[src/rtl/id_ex_stage.sv]
// ID/EX pipeline register with load-use hazard detection, freeze, flush and a
// saturating count of inserted bubbles.
module id_ex_stage #(
    parameter int unsigned DATA_W  = 64,
    parameter int unsigned ALUOP_W = 4,
    parameter int unsigned CNT_W   = 32
) (
    input  logic               clk,
    input  logic               rst,
    input  logic               id_valid,
    input  logic [4:0]         id_Rn,
    input  logic [4:0]         id_Rm,
    input  logic               id_uses_Rm,
    input  logic [4:0]         id_Rd,
    input  logic               id_RegWrite,
    input  logic               id_MemRead,
    input  logic               id_MemWrite,
    input  logic               id_ALUSrc,
    input  logic [ALUOP_W-1:0] id_ALUop,
    input  logic [DATA_W-1:0]  id_rdata1,
    input  logic [DATA_W-1:0]  id_rdata2,
    input  logic [DATA_W-1:0]  id_imm,
    input  logic [DATA_W-1:0]  id_pc,
    input  logic               hold,
    input  logic               flush,
    output logic               ex_valid,
    output logic [4:0]         ex_Rn,
    output logic [4:0]         ex_Rm,
    output logic [4:0]         ex_Rd,
    output logic               ex_RegWrite,
    output logic               ex_MemRead,
    output logic               ex_MemWrite,
    output logic               ex_ALUSrc,
    output logic [ALUOP_W-1:0] ex_ALUop,
    output logic [DATA_W-1:0]  ex_rdata1,
    output logic [DATA_W-1:0]  ex_rdata2,
    output logic [DATA_W-1:0]  ex_imm,
    output logic [DATA_W-1:0]  ex_pc,
    output logic               stall_req,
    output logic [CNT_W-1:0]   stall_cnt
);

    logic haz;
    logic load_bubble;
    logic load_id;
    logic count_en;

    // X31 is XZR/SP and never carries a loaded value, so it cannot create a hazard.
    assign haz = ex_valid & ex_MemRead & (ex_Rd != 5'd31) & id_valid &
                 ((ex_Rd == id_Rn) | (id_uses_Rm & (ex_Rd == id_Rm)));

    assign stall_req   = haz & ~flush;
    assign load_bubble = flush | (~hold & haz);
    assign load_id     = ~flush & ~hold & ~haz;
    assign count_en    = ~flush & ~hold & haz;

    always_ff @(posedge clk or posedge rst) begin
        if (rst) begin
            ex_valid    <= 1'b0;
            ex_Rn       <= 5'd0;
            ex_Rm       <= 5'd0;
            ex_Rd       <= 5'd31;
            ex_RegWrite <= 1'b0;
            ex_MemRead  <= 1'b0;
            ex_MemWrite <= 1'b0;
            ex_ALUSrc   <= 1'b0;
            ex_ALUop    <= '0;
            ex_rdata1   <= '0;
            ex_rdata2   <= '0;
            ex_imm      <= '0;
            ex_pc       <= '0;
        end else if (load_bubble) begin
            // Rd = 31 keeps the bubble invisible to the forwarding unit.
            ex_valid    <= 1'b0;
            ex_Rn       <= 5'd0;
            ex_Rm       <= 5'd0;
            ex_Rd       <= 5'd31;
            ex_RegWrite <= 1'b0;
            ex_MemRead  <= 1'b0;
            ex_MemWrite <= 1'b0;
            ex_ALUSrc   <= 1'b0;
            ex_ALUop    <= '0;
            ex_rdata1   <= '0;
            ex_rdata2   <= '0;
            ex_imm      <= '0;
            ex_pc       <= '0;
        end else if (load_id) begin
            ex_valid    <= id_valid;
            ex_Rn       <= id_Rn;
            ex_Rm       <= id_Rm;
            ex_Rd       <= id_Rd;
            ex_RegWrite <= id_RegWrite;
            ex_MemRead  <= id_MemRead;
            ex_MemWrite <= id_MemWrite;
            ex_ALUSrc   <= id_ALUSrc;
            ex_ALUop    <= id_ALUop;
            ex_rdata1   <= id_rdata1;
            ex_rdata2   <= id_rdata2;
            ex_imm      <= id_imm;
            ex_pc       <= id_pc;
        end
    end

    always_ff @(posedge clk or posedge rst) begin
        if (rst) begin
            stall_cnt <= '0;
        end else if (count_en && (stall_cnt != {CNT_W{1'b1}})) begin
            stall_cnt <= stall_cnt + {{(CNT_W-1){1'b0}}, 1'b1};
        end
    end

endmodule
[config.mk]
export PLATFORM = sky130hd
export DESIGN_NAME = id_ex_stage
export DESIGN_NICKNAME = d
export VERILOG_FILES = /design/src/rtl/id_ex_stage.sv
export SDC_FILE = /design/constraint.sdc
export NUM_CORES = 1
export LEC_CHECK = 0
export ABC_AREA = 1
export CORE_AREA = 4 4 233 235
export CTS_CLUSTER_DIAMETER = 50
export DETAILED_ROUTE_END_ITERATION = 16
export DIE_AREA = 0 0 237 239
export PLACE_DENSITY_LB_ADDON = 0.08
export SLEW_MARGIN = 25
export SYNTH_ARGS = -nofsm -noshare
export SYNTH_HDL_FRONTEND = slang
export SYNTH_SLANG_ARGS = --single-unit
[constraint.sdc]
create_clock -name clk -period 15.34 [get_ports clk]
set_input_delay 3.068 -clock clk [delete_from_list [all_inputs] [get_ports clk]]
set_output_delay 3.068 -clock clk [all_outputs]
set_load 0.1 [all_outputs]
==> out/qor.yml, run 1 <==
placement:
  gp_congestion: 0.853
  io_buffer_count: 597
  dpl.hpwl_um: 41100
sta:
  max_clock_freq_ghz: 0.112
  period_minus_slack_ps: 8950
  tns_ps: 0
  fin_crit_sh: 0.583
  worst-slew-pin-transition_ps: 1120
  finalSetupViolations: 0
  report.final.hold_viol_count: 0
  slew_headroom: 0.251
  skew_ps: 12.1
  rsz0062_at_grt: "false"
  slew_violations: 0
worst_setup_path:
  cp-start-kind: "primary input"
  cp_cell_sequence: "clkdlybuf4s50_1 > inv_1 > nand2_1 > nand2_1 > nor2_1 > nand3_1 > nand2_1 > nand2_4 > nor2_1 > clkdlybuf4s50_1"
  worst_path_most_repeated_cell: "nand2_1"
  worst-setup-path-type: "primary input to output pin"
  cp.arrival_ps: 5880
  r2r-start: "ex_Rd[3]"
  critPathTopFamily: "buffers and inverters"
  critPathSlowestCell: "clkdlybuf4s50_1"
  cp-end-kind: "output pin"
  r2r_cells: 10
  path_buf_inv: 3
  cp_num_cells: 10
  cp.required_ps: 12270
  endpoint: "stall_req"
  reg2reg_slack_ps: 12040
  slowest_delay_ps: 1150
  worstPathMaxFanout: 36
  crit_start: "id_Rn[4]"
  reg2reg_to: "ex_rdata2[4]"
die:
  core_um2: 52200
  dieHeight_um: 239
  dieArea_um2: 56600
  ios: 598
  die_w_um: 237
  rows: 84
  start_util: 0.259
routing:
  wl_met3_um: 4990
  route.layer.met1.wl_um: 23500
  dr.first_iter.drc_count: 787
  drcViolationCount: 0
  vias: 13142
  ant_nets: 0
  dr_wl_met2_um: 29100
  drt-pass1-iter-count: 5
  wirelength_um: 59600
  wl_per_cell_um: 20.6
  highest_layer: "met5"
  vias_per_cell: 4.55
synth:
  ys_types: 25
  syn_area_um2: 13600
  ys_ff_latch: 312
  synthesis.nets: 1894
  syn_avg_cell_area_um2: 8.43
  ys.warnings.count: 0
  ys_seq_area_frac: 0.576
  synth_cells: 1608
  postSynth.asyncResetShare: 1.00
  yosys_most_used_dff: "dfrtp_1"
  synth_edf_count: 0
global_routing:
  grt_pass1_wl_um: 88400
  grt_max_degree: 146
  grt_pass1_vias: 13491
  antenna_found_initial: 14
  groute.usage.overall: 0.202
  grt_overflow: 0
final_layout:
  fillers: 5235
  drive_above_1_share: 0.0544
  fin_nets: 2439
  area_delta_synth_final_pct: 58.9
  fin_util: 0.412
clocking:
  cts_setup_buffers: 0
  clk_pin_slew_ps: 40
  cts_root_buf: "clkbuf_16"
  numClockSinks: 312
  postCtsHoldBufs: 0
  cts_made_buffers: 48
  htreeDepth: 2
  max-clock-path-buffers: 3
  cts_tree: "done"
  insertion_delay_ps: 570
  cts_resized: 0
hold_path:
  hold_class: "flop to flop"
pwr:
  power_density_nw_per_um2: 123
  leakage_nw: 9.83
  vdd_ir_drop_max_mv: 0.0818
flow_run:
  drv_cap: 0
run_status:
  status: "finished clean"
sequential cells by signal, summed over array words and instances, names as in the netlist:
signal	count
ex_Rm	5
ex_MemWrite	1
ex_MemRead	1
ex_valid	1
ex_Rn	5
ex_pc	64
ex_RegWrite	1
ex_rdata1	64
ex_Rd	5
stall_cnt	32
ex_rdata2	64
ex_ALUSrc	1
ex_ALUop	4
ex_imm	64
per-stage QoR:
| step | setup slack [ps] | area [um2] | instances | hold slack, ps | power, mW |
|---|---|---|---|---|---|
| after floorplan | 3650 | 13600 | 1608 | 788 | 1.35 |
| after global placement | 6410 | 20000 | 2791 | 462 | 1.59 |
| after detailed placement | 6420 | 19900 | 2791 | 462 | 1.58 |
| after CTS | 6400 | 21500 | 2877 | 478 | 2.68 |
| after global routing | 6220 | 21500 | 2884 | 493 | 2.74 |
| final | 6390 | 21500 | 2886 | 474 | 2.64 |
per-layer routing:
metal  vias to the layer above  track usage
met5                         -            0
met4                         8       0.0704
met3                       103       0.0789
met2                       407        0.336
met1                      6291        0.238
li1                       6333            -
synthesized netlist by cell type, types with 2 or more instances:
cell type | instances | area (um2)
dfrtp_1 | 307 | 7680
dfstp_2 | 5 | 131
clkbuf_1 | 61 | 229
o21ai_0 | 111 | 556
xnor2_1 | 7 | 61.3
nand3b_1 | 8 | 60.1
nand4_1 | 160 | 1000
nor2_1 | 53 | 199
xor2_1 | 15 | 131
buf_4 | 6 | 45.0
buf_6 | 9 | 101
o21ai_1 | 12 | 60.1
buf_2 | 17 | 85.1
nand3_1 | 15 | 75.1
inv_1 | 30 | 113
inv_2 | 7 | 26.3
nand2_1 | 750 | 2820
nor3_1 | 8 | 40.0
buf_1 | 20 | 75.1
nor2_2 | 2 | 12.5
kinds of logic (layout without fill, tap and decap cells):
kind of cell / after synthesis / count (layout) / share of synthesized area
buf+inv: 150 / 731 / 0.0498
simple gates: 1000 / 1000 / 0.313
xor+xnor: 22 / 22 / 0.0142
other cells: 0 / 9 / 0
fa+ha+maj: 1 / 1 / 0.000923
compound gates: 123 / 123 / 0.0454
flops: 312 / 312 / 0.576
placed cells by master (no fill, tap or decap), drive strengths merged, types with 11 or more instances in the layout:
master,synthesis,layout
clkbuf,61,66
nand4,161,161
nand3,15,15
buf,52,22
dfrtp,307,307
o21ai,123,123
clkdlybuf4s50,0,586
nand2,751,751
clkinv,0,11
nor2,55,55
xor2,15,15
inv,37,39
worst min-delay path: cells and delay by family, from the launching register on:
family / cells / cell delay (ps)
flops: 1 / 330
simple gates: 2 / 100
cell type report:
type | instances | area, um2 | share of cell area
Timing Repair Buffer | 608 | 6020 | 0.280
Clock buffer | 66 | 1370 | 0.0636
Clock inverter | 20 | 196 | 0.00912
Inverter | 37 | 154 | 0.00715
Tap cell | 688 | 861 | 0.0400
Antenna cell | 9 | 22.5 | 0.00105
Multi-Input combinational cell | 1146 | 5090 | 0.236
Sequential cell | 312 | 7810 | 0.363
worst min-delay path by stage:
stage                              from            end  slack (ps)  depth (start not counted)
after floorplan                ex_Rd[0]       ex_Rd[0]         790                          2
after global placement    ex_rdata1[31]  ex_rdata1[31]         460                          2
after detailed placement   ex_rdata2[2]   ex_rdata2[2]         460                          2
after CTS                 ex_rdata2[60]  ex_rdata2[60]         480                          2
after global routing      ex_rdata2[60]  ex_rdata2[60]         490                          2
final                     ex_rdata2[60]  ex_rdata2[60]         470                          2
power by group:
part / switching (mW) / total [mW] / internal [mW]
combinational: 0.496 / 0.664 / 0.168
clock: 0.407 / 1.08 / 0.673
sequential: 0.0283 / 0.901 / 0.873
total: 0.931 / 2.64 / 1.71
Note: power is estimated with default switching activity, not from simulation.
==> run 2: changes to the inputs <==
clock period = 8.66 ns   (was 15.34 ns; I/O delays follow)
==> out/qor.yml, run 2 (same netlist as run 1, synthesis figures left out) <==
run_status:
  status: "finished clean"
placement:
  dpl.hpwl_um: 41200
  place_inst: 2792
  io_buffer_count: 597
  gp_congestion: 0.870
worst_setup_path:
  worst-setup-path-type: "primary input to output pin"
  critPathTopFamily: "buffers and inverters"
  r2r_cells: 10
  worst_path_most_repeated_cell: "nand2_1"
  cp_cell_sequence: "clkdlybuf4s50_1 > inv_1 > nand2_1 > nand2_1 > nor2_1 > nand3_1 > nand2_1 > nand2_4 > nor2_1 > buf_2"
  cp-start-kind: "primary input"
  critPathSlowestCell: "clkdlybuf4s50_1"
  slowest_delay_ps: 510
  cp.arrival_ps: 3780
  r2r-start: "ex_Rd[0]"
  worstPathMaxFanout: 39
  reg2reg_slack_ps: 5510
  cp.required_ps: 6930
  path_buf_inv: 3
  reg2reg_to: "ex_pc[54]"
  cp-end-kind: "output pin"
sta:
  report.final.hold_viol_count: 0
  finalSetupViolations: 0
  period_minus_slack_ps: 5510
  fin_crit_sh: 0.636
  slew_violations: 0
  tns_ps: 0
  worst-slew-pin-transition_ps: 1100
  slew_headroom: 0.262
  rsz0062_at_grt: "false"
  max_clock_freq_ghz: 0.181
  skew_ps: 30.6
global_routing:
  grt_max_degree: 160
  grt_pass1_vias: 13568
  groute.usage.overall: 0.202
  grt_pass1_wl_um: 88800
  antenna_found_initial: 12
  grt_overflow: 0
pwr:
  power_density_nw_per_um2: 220
  vdd_ir_drop_max_mv: 0.135
  leakage_nw: 9.86
final_layout:
  final_cell_mix: "749 x nand2_1, 587 x clkdlybuf4s50_1, 307 x dfrtp_1"
  fillers: 5336
  area_delta_synth_final_pct: 59.8
  multi_input_area_um2: 5080
  fin_cells: 2891
  ff_latch_area_um2: 7810
  layout.cells.most_common: "nand2_1"
  drive_above_1_share: 0.0592
  fin_nets: 2443
routing:
  dr.first_iter.drc_count: 834
  drcViolationCount: 0
  vias_per_cell: 4.55
  vias: 13163
  wl_per_cell_um: 20.7
  drt-pass1-iter-count: 5
  wirelength_um: 59800
  ant_nets: 0
die:
  die_w_um: 237
  dieHeight_um: 239
  dieArea_um2: 56600
  rows: 84
  ios: 598
  start_util: 0.259
  core_um2: 52200
hold_path:
  hold_class: "flop to flop"
  whs_path_depth: 2
  min_from: "ex_rdata1[11]"
  min_to: "ex_rdata1[11]"
clocking:
  postCtsHoldBufs: 0
  cts_resized: 0
  cts_setup_buffers: 0
  cts_root_buf: "clkbuf_16"
  numClockSinks: 312
  insertion_delay_ps: 590
  clk_pin_slew_ps: 50
  max-clock-path-buffers: 3
  cts_made_buffers: 51
  cts_tree: "done"
  htreeDepth: 2
flow_run:
  drv_cap: 0
[run 2: where the power goes]
part | internal (mW) | switching (mW)
clock | 1.23 | 0.761
combinational | 0.299 | 0.876
sequential | 1.55 | 0.0512
total | 3.07 | 1.69
[run 2: per-layer routing]
layer / vias to the layer above / global-route usage / part of all wire
li1: 6352 / - / -
met1: 6339 / 0.244 / 0.40
met2: 382 / 0.344 / 0.50
met3: 80 / 0.0718 / 0.083
met4: 10 / 0.0563 / 0.020
met5: - / 0 / 0.0011
[run 2: worst max-delay path by stage]
stage / from / endpoint / slack [ps] / cells after the start
floorplan: rst / ex_ALUSrc / 2780 / 1
global placement: id_Rn[4] / stall_req / 2360 / 10
detailed placement: id_Rn[4] / stall_req / 2350 / 10
CTS: id_Rm[4] / stall_req / 2360 / 10
global route: id_Rn[4] / stall_req / 2910 / 10
finish: id_Rm[4] / stall_req / 3150 / 10
[run 2: final cells by class]
class	count	area share
flip-flops and latches	312	0.361
repair buffers	609	0.279
multi-input cells	1146	0.235
clock buffers	64	0.0659
well taps	688	0.0398
clock inverters	28	0.0117
inverters	37	0.00711
diodes	7	0.000809
[run 2: worst min-delay path, cell delays in order, from the launching register on]
cell	delay [ps]
dfrtp_1	330
nand2_1	50
nand2_1	50
[run 2: per-stage QoR]
stage | setup slack [ps] | util | hold slack (ps) | power, mW | area [um2]
global placement | 2360 | 0.383 | 461 | 2.81 | 20000
floorplan | 2780 | - | 788 | 2.40 | 13600
global route | 2910 | 0.414 | 496 | 4.95 | 21600
detailed placement | 2350 | 0.382 | 465 | 2.81 | 20000
finish | 3150 | 0.415 | 475 | 4.76 | 21700
CTS | 2360 | 0.414 | 480 | 4.85 | 21700
